`src/rtl/ex_lsu.sv`:
```
// rtl/ex_lsu.sv - execute-stage load/store unit: one data-bus transaction per load/store
// with pipeline stall, misalignment detection, bus timeout and load formatting.
module ex_lsu #(
    parameter int TIMEOUT = 16
) (
    input  logic        clk,
    input  logic        rst_n,
    input  logic        ram_load_access_id_ex,
    input  logic        ram_store_access_id_ex,
    input  logic [31:0] ram_load_addr_id_ex,
    input  logic [31:0] ram_store_addr_id_ex,
    input  logic [31:0] ram_store_data_id_ex,
    input  logic [31:0] instruction_id_ex,
    output logic        bus_req,
    output logic        bus_we,
    output logic [31:0] bus_addr,
    output logic [3:0]  bus_be,
    output logic [31:0] bus_wdata,
    input  logic        bus_ready,
    input  logic [31:0] bus_rdata,
    output logic [31:0] load_data,
    output logic        load_valid,
    output logic        stall_n,
    output logic        misaligned_load,
    output logic        misaligned_store,
    output logic        access_fault
);
    typedef enum logic [1:0] {IDLE, REQ, DONE} state_t;

    localparam int CW = (TIMEOUT > 1) ? $clog2(TIMEOUT + 1) : 1;

    state_t          state;
    logic [CW-1:0]   wait_cnt;
    logic [1:0]      lat_off;
    logic [1:0]      lat_width;
    logic            lat_uns;

    logic            active;
    logic            is_store;
    logic [31:0]     addr;
    logic [1:0]      width;
    logic            misaligned;
    logic [3:0]      be_next;
    logic [31:0]     wdata_next;
    logic [7:0]      rbyte;
    logic [15:0]     rhalf;
    logic [31:0]     ld_fmt;
    logic            unused;

    assign unused   = ^{instruction_id_ex[31:15], instruction_id_ex[11:0]};
    assign is_store = ram_store_access_id_ex;
    assign active   = ram_load_access_id_ex | ram_store_access_id_ex;
    assign addr     = is_store ? ram_store_addr_id_ex : ram_load_addr_id_ex;
    assign width    = instruction_id_ex[13:12];

    always_comb begin
        misaligned = 1'b0;
        be_next    = 4'b1111;
        wdata_next = ram_store_data_id_ex;
        case (width)
            2'b00: begin
                be_next    = 4'b0001 << addr[1:0];
                wdata_next = {4{ram_store_data_id_ex[7:0]}};
            end
            2'b01: begin
                misaligned = addr[0];
                be_next    = addr[1] ? 4'b1100 : 4'b0011;
                wdata_next = {2{ram_store_data_id_ex[15:0]}};
            end
            default: misaligned = |addr[1:0];
        endcase
    end

    // Load formatting works on the raw bus word using the lane info latched at issue.
    always_comb begin
        rbyte  = bus_rdata[{lat_off, 3'b000} +: 8];
        rhalf  = lat_off[1] ? bus_rdata[31:16] : bus_rdata[15:0];
        ld_fmt = bus_rdata;
        case (lat_width)
            2'b00:   ld_fmt = lat_uns ? {24'b0, rbyte} : {{24{rbyte[7]}}, rbyte};
            2'b01:   ld_fmt = lat_uns ? {16'b0, rhalf} : {{16{rhalf[15]}}, rhalf};
            default: ld_fmt = bus_rdata;
        endcase
    end

    // Reset releases the pipeline even if the ID/EX inputs still show an access.
    assign stall_n = !rst_n ? 1'b1
                   : !((state == IDLE && active && !misaligned) || state == REQ);

    always_ff @(posedge clk or negedge rst_n) begin
        if (!rst_n) begin
            state            <= IDLE;
            wait_cnt         <= '0;
            lat_off          <= 2'b00;
            lat_width        <= 2'b00;
            lat_uns          <= 1'b0;
            bus_req          <= 1'b0;
            bus_we           <= 1'b0;
            bus_addr         <= 32'h0;
            bus_be           <= 4'h0;
            bus_wdata        <= 32'h0;
            load_data        <= 32'h0;
            load_valid       <= 1'b0;
            misaligned_load  <= 1'b0;
            misaligned_store <= 1'b0;
            access_fault     <= 1'b0;
        end else begin
            load_valid       <= 1'b0;
            misaligned_load  <= 1'b0;
            misaligned_store <= 1'b0;
            access_fault     <= 1'b0;
            case (state)
                IDLE: begin
                    if (active) begin
                        if (misaligned) begin
                            misaligned_store <= is_store;
                            misaligned_load  <= !is_store;
                        end else begin
                            bus_req   <= 1'b1;
                            bus_we    <= is_store;
                            bus_addr  <= {addr[31:2], 2'b00};
                            bus_be    <= be_next;
                            bus_wdata <= wdata_next;
                            lat_off   <= addr[1:0];
                            lat_width <= width;
                            lat_uns   <= instruction_id_ex[14];
                            wait_cnt  <= '0;
                            state     <= REQ;
                        end
                    end
                end
                REQ: begin
                    if (bus_ready) begin
                        bus_req <= 1'b0;
                        state   <= DONE;
                        if (!bus_we) begin
                            load_data  <= ld_fmt;
                            load_valid <= 1'b1;
                        end
                    end else if (TIMEOUT > 0 && 32'(wait_cnt) == TIMEOUT - 1) begin
                        bus_req      <= 1'b0;
                        access_fault <= 1'b1;
                        state        <= DONE;
                    end else begin
                        wait_cnt <= wait_cnt + 1'b1;
                    end
                end
                DONE:    state <= IDLE;
                default: state <= IDLE;
            endcase
        end
    end
endmodule

```
`config.mk`:
```
export PLATFORM = sky130hd
export DESIGN_NAME = ex_lsu
export DESIGN_NICKNAME = d
export VERILOG_FILES = /design/src/rtl/ex_lsu.sv
export SDC_FILE = /design/constraint.sdc
export NUM_CORES = 1
export LEC_CHECK = 0
export ABC_AREA = 0
export BUFFER_PORTS_ARGS = -buffer_cell sky130_fd_sc_hd__buf_2
export CAP_MARGIN = 40
export CORE_UTILIZATION = 42
export DETAILED_ROUTE_END_ITERATION = 12
export GPL_TIMING_DRIVEN = 0
export PLACE_DENSITY = 0.82
export SLEW_MARGIN = 20
export SYNTH_ARGS = -nofsm -noshare
export SYNTH_HDL_FRONTEND = slang
export SYNTH_SLANG_ARGS = --single-unit
```
`constraint.sdc`:
```
create_clock -name clk -period 2.3 [get_ports clk]
set_input_delay 0.115 -clock clk [delete_from_list [all_inputs] [get_ports clk]]
set_output_delay 0.115 -clock clk [all_outputs]
set_load 0.02 [all_outputs]
```
==> results of run 1 <==
==> where the power goes <==
group          switching [mW]  internal, mW
logic                    2.87          1.73
registers               0.542          2.99
clock network           0.915          2.03
==> final cells by class <==
cell class	count	area, um^2
inverter	8	30.0
clock inverter	9	173
fill	1099	5130
multi-input combinational	389	2640
tap	176	220
timing repair buffer	272	1540
buffer	52	224
antenna	1	2.50
sequential	116	2900
clock buffer	23	488
==> worst paths after layout <==
path | endpoint | cells after the start
max in group asynchronous | bus_be[2]$_DFFE_PN0P_ | 3
min reg2reg | load_data[17]$_DFFE_PN0P_ | 2
max reg2reg | bus_wdata[29]$_DFFE_PN0P_ | 5
min in group asynchronous | bus_be[0]$_DFFE_PN0P_ | 2
max | bus_wdata[29]$_DFFE_PN0P_ | 5
min | bus_wdata[28]$_DFFE_PN0P_ | 4
==> cell usage in the layout, fill, tap and decap left out, types with 12 or more instances in the layout <==
cell type and n:
a21oi_1 12, a31oi_1 53, buf_2 247, clkbuf_1 37, clkbuf_16 17, dfrtp_1 116, dlygate4sd3_1 28, mux2_1 19
mux2_2 14, mux2i_1 58, nand2_1 51, nand3_1 32, nor2_1 14, nor3_1 57, o21ai_0 18
==> routing by layer <==
layer | GRT usage | part of all wire | wire length, um | vias up
li1 | - | - | - | 2658
met1 | 0.318 | 0.41 | 7430 | 2768
met2 | 0.445 | 0.49 | 8970 | 273
met3 | 0.0747 | 0.069 | 1240 | 42
met4 | 0.114 | 0.027 | 481 | 0
met5 | 0 | 0 | 0 | -
==> per-stage QoR <==
| stage | cells | util | setup TNS [ns] | power (mW) |
|---|---|---|---|---|
| 2_1_floorplan | 565 | - | 0 | 6.42 |
| 3_3_place_gp | 981 | 0.539 | -39.56 | 7.93 |
| 4_1_cts | 1042 | 0.612 | 0 | 11.1 |
| 6_report | 1046 | 0.615 | 0 | 11.1 |
| 5_1_grt | 1046 | 0.615 | 0 | 11.7 |
| 3_5_place_dp | 983 | 0.542 | -0.000888 | 8.07 |
==> sequential cells by signal, indices dropped and copies added, names as in the netlist, 2 cells and up <==
name,count
bus_wdata,32
lat_off,2
bus_be,4
state,2
bus_addr,30
wait_cnt,5
lat_width,2
load_data,32
==> timing repair <==
item / CTS / global route
resized for setup: 0 / 5
hold buffers: 26 / 2
buffers inserted: 1 / 1
pin swaps: 1 / 0
setup endpoints to repair: 9 / 27
hold endpoints to repair: 82 / 2
==> worst register-to-register path: stages (launching register included) <==
cell and delay (ns):
dfrtp_1 0.43, or2_2 0.34, a2111oi_4 0.47, nor2_2 0.21, buf_2 0.28, mux2_1 0.35
==> logic make-up (layout without fill, tap and decap cells) <==
family                   count (synthesis)  after routing  share of synthesized area
adder cells (fa/ha/maj)                  2              2                    0.00433
XOR/XNOR                                 2              2                    0.00303
multiplexers                            91             91                      0.165
other                                    1              3                   0.000649
flip-flops                             116            116                      0.503
AO/OA/AOI/OAI                          106            106                      0.124
AND/OR/NAND/NOR                        186            186                      0.157
buffers and inverters                   60            364                     0.0433
==> flow_summary_export.csv, run 1 <==
group,metric,value,unit
worst_setup_path,path_class,"reg2reg",
worst_setup_path,crit_start,"state[1]$_DFFE_PN0P_",
pwr,powerDensity,1350,mW/mm^2
yosys,synth_cell_types,47,
worst_setup_path,slowest_delay,0.47,ns
detailed_routing,routed_wl,18100,um
yosys,synth.most_common_cell,"dfrtp_1",
run,maxCapViolCount,0,
yosys,synth_top_area_share,0.503,
die,core,0.0133,mm^2
yosys,synth_cells,564,
die,die_area,0.0142,mm^2
global_route,antenna_found_initial,1,
global_route,grt_max_degree,63,
clock_network,clock_latency,0.41,ns
detailed_routing,drt-initial-drc-count,370,
place,dpl.hpwl,13100,um
clock_network,clkSinkCount,116,
worst_setup_path,worstPathMaxFanout,10,
clock_network,cts_max_path_buffers,2,
worst_setup_path,cp_data_arrival_time,2.49,ns
clock_network,cts_buffers,17,
place,routabilityCongestion,0.884,
worst_setup_path,reg2reg_from,"state[1]$_DFFE_PN0P_",
place,postPlaceCellArea,0.00724,mm^2
worst_setup_path,critPathLaunchType,"register",
clock_network,cts-root-buf,"clkbuf_16",
timing,fin_crit_sh,0.955,
timing,whs,0.0214,ns
clock_network,htreeDepth,4,
worst_setup_path,slowest_stage,"a2111oi_4",
timing,hold_viol_final,0,
worst_setup_path,required,2.59,ns
worst_setup_path,setup.worst_path.end_class,"register",
hold_path,hold_path.class,"in2reg",
worst_setup_path,critical-path-top-delay-family,"simple AND/OR/NAND/NOR gates",
pwr,p_leak,3.89,nW
timing,worstMarginPinSlew,0.800,ns
yosys,synthFlopType,"dfrtp_1",
yosys,synthTopCellsByCount,"116 x dfrtp_1, 58 x mux2i_1, 57 x nor3_1",
place,preCtsSetupSlack,-0.000888,ns
yosys,synth_area_per_cell,10.2,um^2
yosys,synth_area_leaders,"dfrtp_1 50%, mux2i_1 10%, a31oi_1 5.7%, nor3_1 4.9%, mux2_1 3.7%",
die,fp.dieH,119,um
detailed_routing,drtPass1Iterations,5,
yosys,yosysTopAreaCell,"dfrtp_1",
timing,final_max_slew_viol_count,0,
clock_network,clk_pin_slew,0.05,ns
timing,timing.fmax,455,MHz
yosys,synth_area,0.00578,mm^2
timing,relSlewSlack,0.466,
die,num_io_pins,272,
die,initial_core_util,0.433,
yosys,async_flop_share,1.00,
global_route,grt_pass1_wl,29000,um
yosys,yosys_warnings,0,
layout,syn2layout_area_growth,42.2,%
timing,fin_crit,2.20,ns
worst_setup_path,regToRegSetupSlack,0.10,ns
yosys,synth_edf_count,0,
timing,rsz0062_at_grt,"false",
clock_network,cts_tree,"done",
layout,drive_gt1_frac,0.371,
layout,finalNetCount,1023,
global_route,grt.total_usage,0.266,
hold_path,min_from,"ram_store_data_id_ex[28]",
global_route,overflow,0,
timing,finClkSkew,0.00837,ns
yosys,ys_ff_latch,116,
detailed_routing,routedWlPerCell,17.3,um
detailed_routing,via_per_inst,5.49,
pwr,ir_drop,0.000832,V
place,io_buffers,240,
yosys,ys_seq_area_frac,0.503,
timing,setup_viol,0,
global_route,grt_pass1_vias,5654,
outcome,run_status,"finished clean",
detailed_routing,drtAntennaViolNets,0,
die,rows,42,
timing,setup_ws,0.104,ns
die,die_x,119,um
worst_setup_path,cp_num_buf_inv,1,
layout,design_area,0.00822,mm^2
detailed_routing,vias,5741,
worst_setup_path,cp_cell_sequence,"or2_2 > a2111oi_4 > nor2_2 > buf_2 > mux2_1",
detailed_routing,drc,0,
(Power assumes the default switching activity.)
==> inputs of run 2 (changes only) <==
--- a/config.mk
+++ b/config.mk
@@ -8,10 +8,11 @@
 export ABC_AREA = 0
 export BUFFER_PORTS_ARGS = -buffer_cell sky130_fd_sc_hd__buf_2
 export CAP_MARGIN = 40
-export CORE_UTILIZATION = 42
+export CORE_UTILIZATION = 44
+export CTS_BUF_LIST = sky130_fd_sc_hd__clkbuf_4 sky130_fd_sc_hd__clkbuf_8
 export DETAILED_ROUTE_END_ITERATION = 12
 export GPL_TIMING_DRIVEN = 0
-export PLACE_DENSITY = 0.82
+export PLACE_DENSITY = 0.85
 export SLEW_MARGIN = 20
 export SYNTH_ARGS = -nofsm -noshare
 export SYNTH_HDL_FRONTEND = slang
==> run 2 against run 1 <==
  * Sequential power up 2%
  * Global-route usage up 4.8 points
  * Setup slack better by 0.042 ns
  * Core utilization up 6.1 points
  * Clock skew up 0.0058 ns
  * Critical endpoint is now load_data[22]$_DFFE_PN0P_
  * Largest cell class unchanged
  * Highest routed layer unchanged
==> flow_summary_export.csv, run 2 (same netlist as run 1, synthesis figures left out) <==
group,metric,value,unit
timing,final_max_slew_viol_count,0,
worst_setup_path,slowest_stage,"dfrtp_1",
worst_setup_path,critical-path-top-delay-family,"simple AND/OR/NAND/NOR gates",
worst_setup_path,cp_num_cells,8,
global_route,grt_pass1_wl,31800,um
worst_setup_path,cp_cell_sequence,"nand2b_1 > or3b_1 > clkbuf_1 > inv_2 > clkbuf_4 > buf_2 > nand3_1 > nand3_1",
timing,fin_crit,2.15,ns
global_route,overflow,0,
run,maxCapViolCount,0,
detailed_routing,drc,0,
timing,worstMarginPinSlew,0.766,ns
clock_network,htreeDepth,4,
layout,drive_gt1_frac,0.352,
detailed_routing,via_per_inst,5.70,
die,core,0.0127,mm^2
timing,timing.fmax,464,MHz
detailed_routing,drt-initial-drc-count,538,
worst_setup_path,rr_worst_depth,8,
timing,finClkSkew,0.0142,ns
global_route,grt_pass1_vias,6329,
place,dp.cells,979,
global_route,grt_max_degree,70,
clock_network,clock_latency,0.44,ns
clock_network,clk_pin_slew,0.07,ns
layout,largestRegisters,"bus_wdata: 32 flops, load_data: 32 flops, bus_addr: 30 flops",
timing,whs,0.0178,ns
clock_network,clkSinkCount,116,
die,initial_core_util,0.454,
layout,final_cell_mix,"245 x buf_2, 116 x dfrtp_1, 89 x dlygate4sd3_1",
worst_setup_path,slowest_delay,0.45,ns
global_route,grt.total_usage,0.313,
clock_network,cts_max_path_buffers,2,
die,fp.dieH,117,um
worst_setup_path,cp_data_arrival_time,2.51,ns
worst_setup_path,worstPathMaxFanout,10,
clock_network,cts-root-buf,"clkbuf_8",
clock_network,cts_tree,"done",
die,rows,41,
layout,layout.cells.non_filler,1100,
timing,hold_viol_final,0,
die,num_io_pins,272,
place,dpl.hpwl,12900,um
pwr,powerDensity,1220,mW/mm^2
timing,relSlewSlack,0.489,
detailed_routing,vias,6275,
pwr,p_leak,4.06,nW
worst_setup_path,path_class,"reg2reg",
timing,rsz0062_at_grt,"true",
die,die_x,117,um
timing,setup_viol,0,
detailed_routing,routed_wl,21000,um
timing,fin_crit_sh,0.937,
layout,syn2layout_area_growth,49.0,%
place,io_buffers,240,
worst_setup_path,setup.worst_path.end_class,"register",
layout,final_common_cell,"buf_2",
pwr,ir_drop,0.000692,V
outcome,run_status,"finished clean",
worst_setup_path,cp_num_buf_inv,4,
layout,finalNetCount,1081,
worst_setup_path,critPathLaunchType,"register",
detailed_routing,drtAntennaViolNets,0,
hold_path,min_path_cells,3,
detailed_routing,routedWlPerCell,19.1,um
worst_setup_path,cpMostUsedCell,"nand3_1",
clock_network,cts_buffers,17,
worst_setup_path,required,2.66,ns
hold_path,hold_path.class,"in2reg",
place,routabilityCongestion,0.862,
global_route,antenna_found_initial,1,
detailed_routing,drtPass1Iterations,7,
die,die_area,0.0136,mm^2
-- run 2: cell types whose count changed in the layout (fill, tap and decap cells not counted), sizes merged --
cell / delta
bufinv: -1
clkbuf: -3
clkinv: +1
dlygate4sd3: +61
-- run 2: repair_timing --
item / in CTS / in global routing
hold buffers: 88 / 1
setup buffers: 0 / 2
endpoints found under the setup margin: 3 / 34
pin swaps: 0 / 2
endpoints found under the hold margin: 116 / 1
gates resized for setup: 2 / 10
-- run 2: path summary, 6_finish.rpt --
kind,endpoint,from,slack (ns)
worst max-delay path,load_data[22]$_DFFE_PN0P_,state[1]$_DFFE_PN0P_,0.15
worst min-delay path,bus_addr[5]$_DFFE_PN0P_,ram_load_addr_id_ex[5],0.02
worst min register to register,bus_be[3]$_DFFE_PN0P_,bus_be[3]$_DFFE_PN0P_,0.48
worst max register to register,load_data[22]$_DFFE_PN0P_,state[1]$_DFFE_PN0P_,0.15
max in group asynchronous,bus_wdata[31]$_DFFE_PN0P_,rst_n,1.41
min in group asynchronous,load_data[17]$_DFFE_PN0P_,rst_n,0.19
-- run 2: through the flow --
stage          instance area [um^2]  power (mW)  setup TNS (ns)  setup slack, ns   util
6_report                       8610        10.5               0            0.146  0.677
3_3_place_gp                   7200        7.92          -35.85           -0.564  0.566
2_1_floorplan                  5780        6.42               0           0.0948      -
3_5_place_dp                   7230        8.06          -0.160           -0.106  0.569
4_1_cts                        8560        10.3               0         0.000195  0.673
5_1_grt                        8610        11.1        -0.00177         -0.00177  0.677
-- run 2: power breakdown --
group / total (mW) / switching (mW) / internal (mW) / leakage (nW)
sequential: 3.60 / 0.622 / 2.98 / 1.34
clock: 2.13 / 0.846 / 1.28 / 0.228
combinational: 4.81 / 2.99 / 1.81 / 2.49
-- run 2: layout make-up --
cell class / instances / area (um^2)
Clock buffer: 23 / 292
Buffer: 49 / 218
Clock inverter: 9 / 151
Inverter: 8 / 30.0
Fill cell: 942 / 4120
Timing Repair Buffer: 333 / 2140
Tap cell: 172 / 215
Antenna cell: 1 / 2.50
Sequential cell: 116 / 2900
Multi-Input combinational cell: 389 / 2650
-- run 2: worst min-delay path: cells and delay by family --
kind	cells	cell delay (ns)
buffers and inverters	1	0.08
muxes	1	0.06
AOI/OAI and AO/OA	1	0.16
-- run 2: layer usage --
metal / routed length [um] / track usage
met1: 7560 / 0.344
met2: 10600 / 0.538
met3: 1900 / 0.0882
met4: 989 / 0.191
met5: 0 / 0
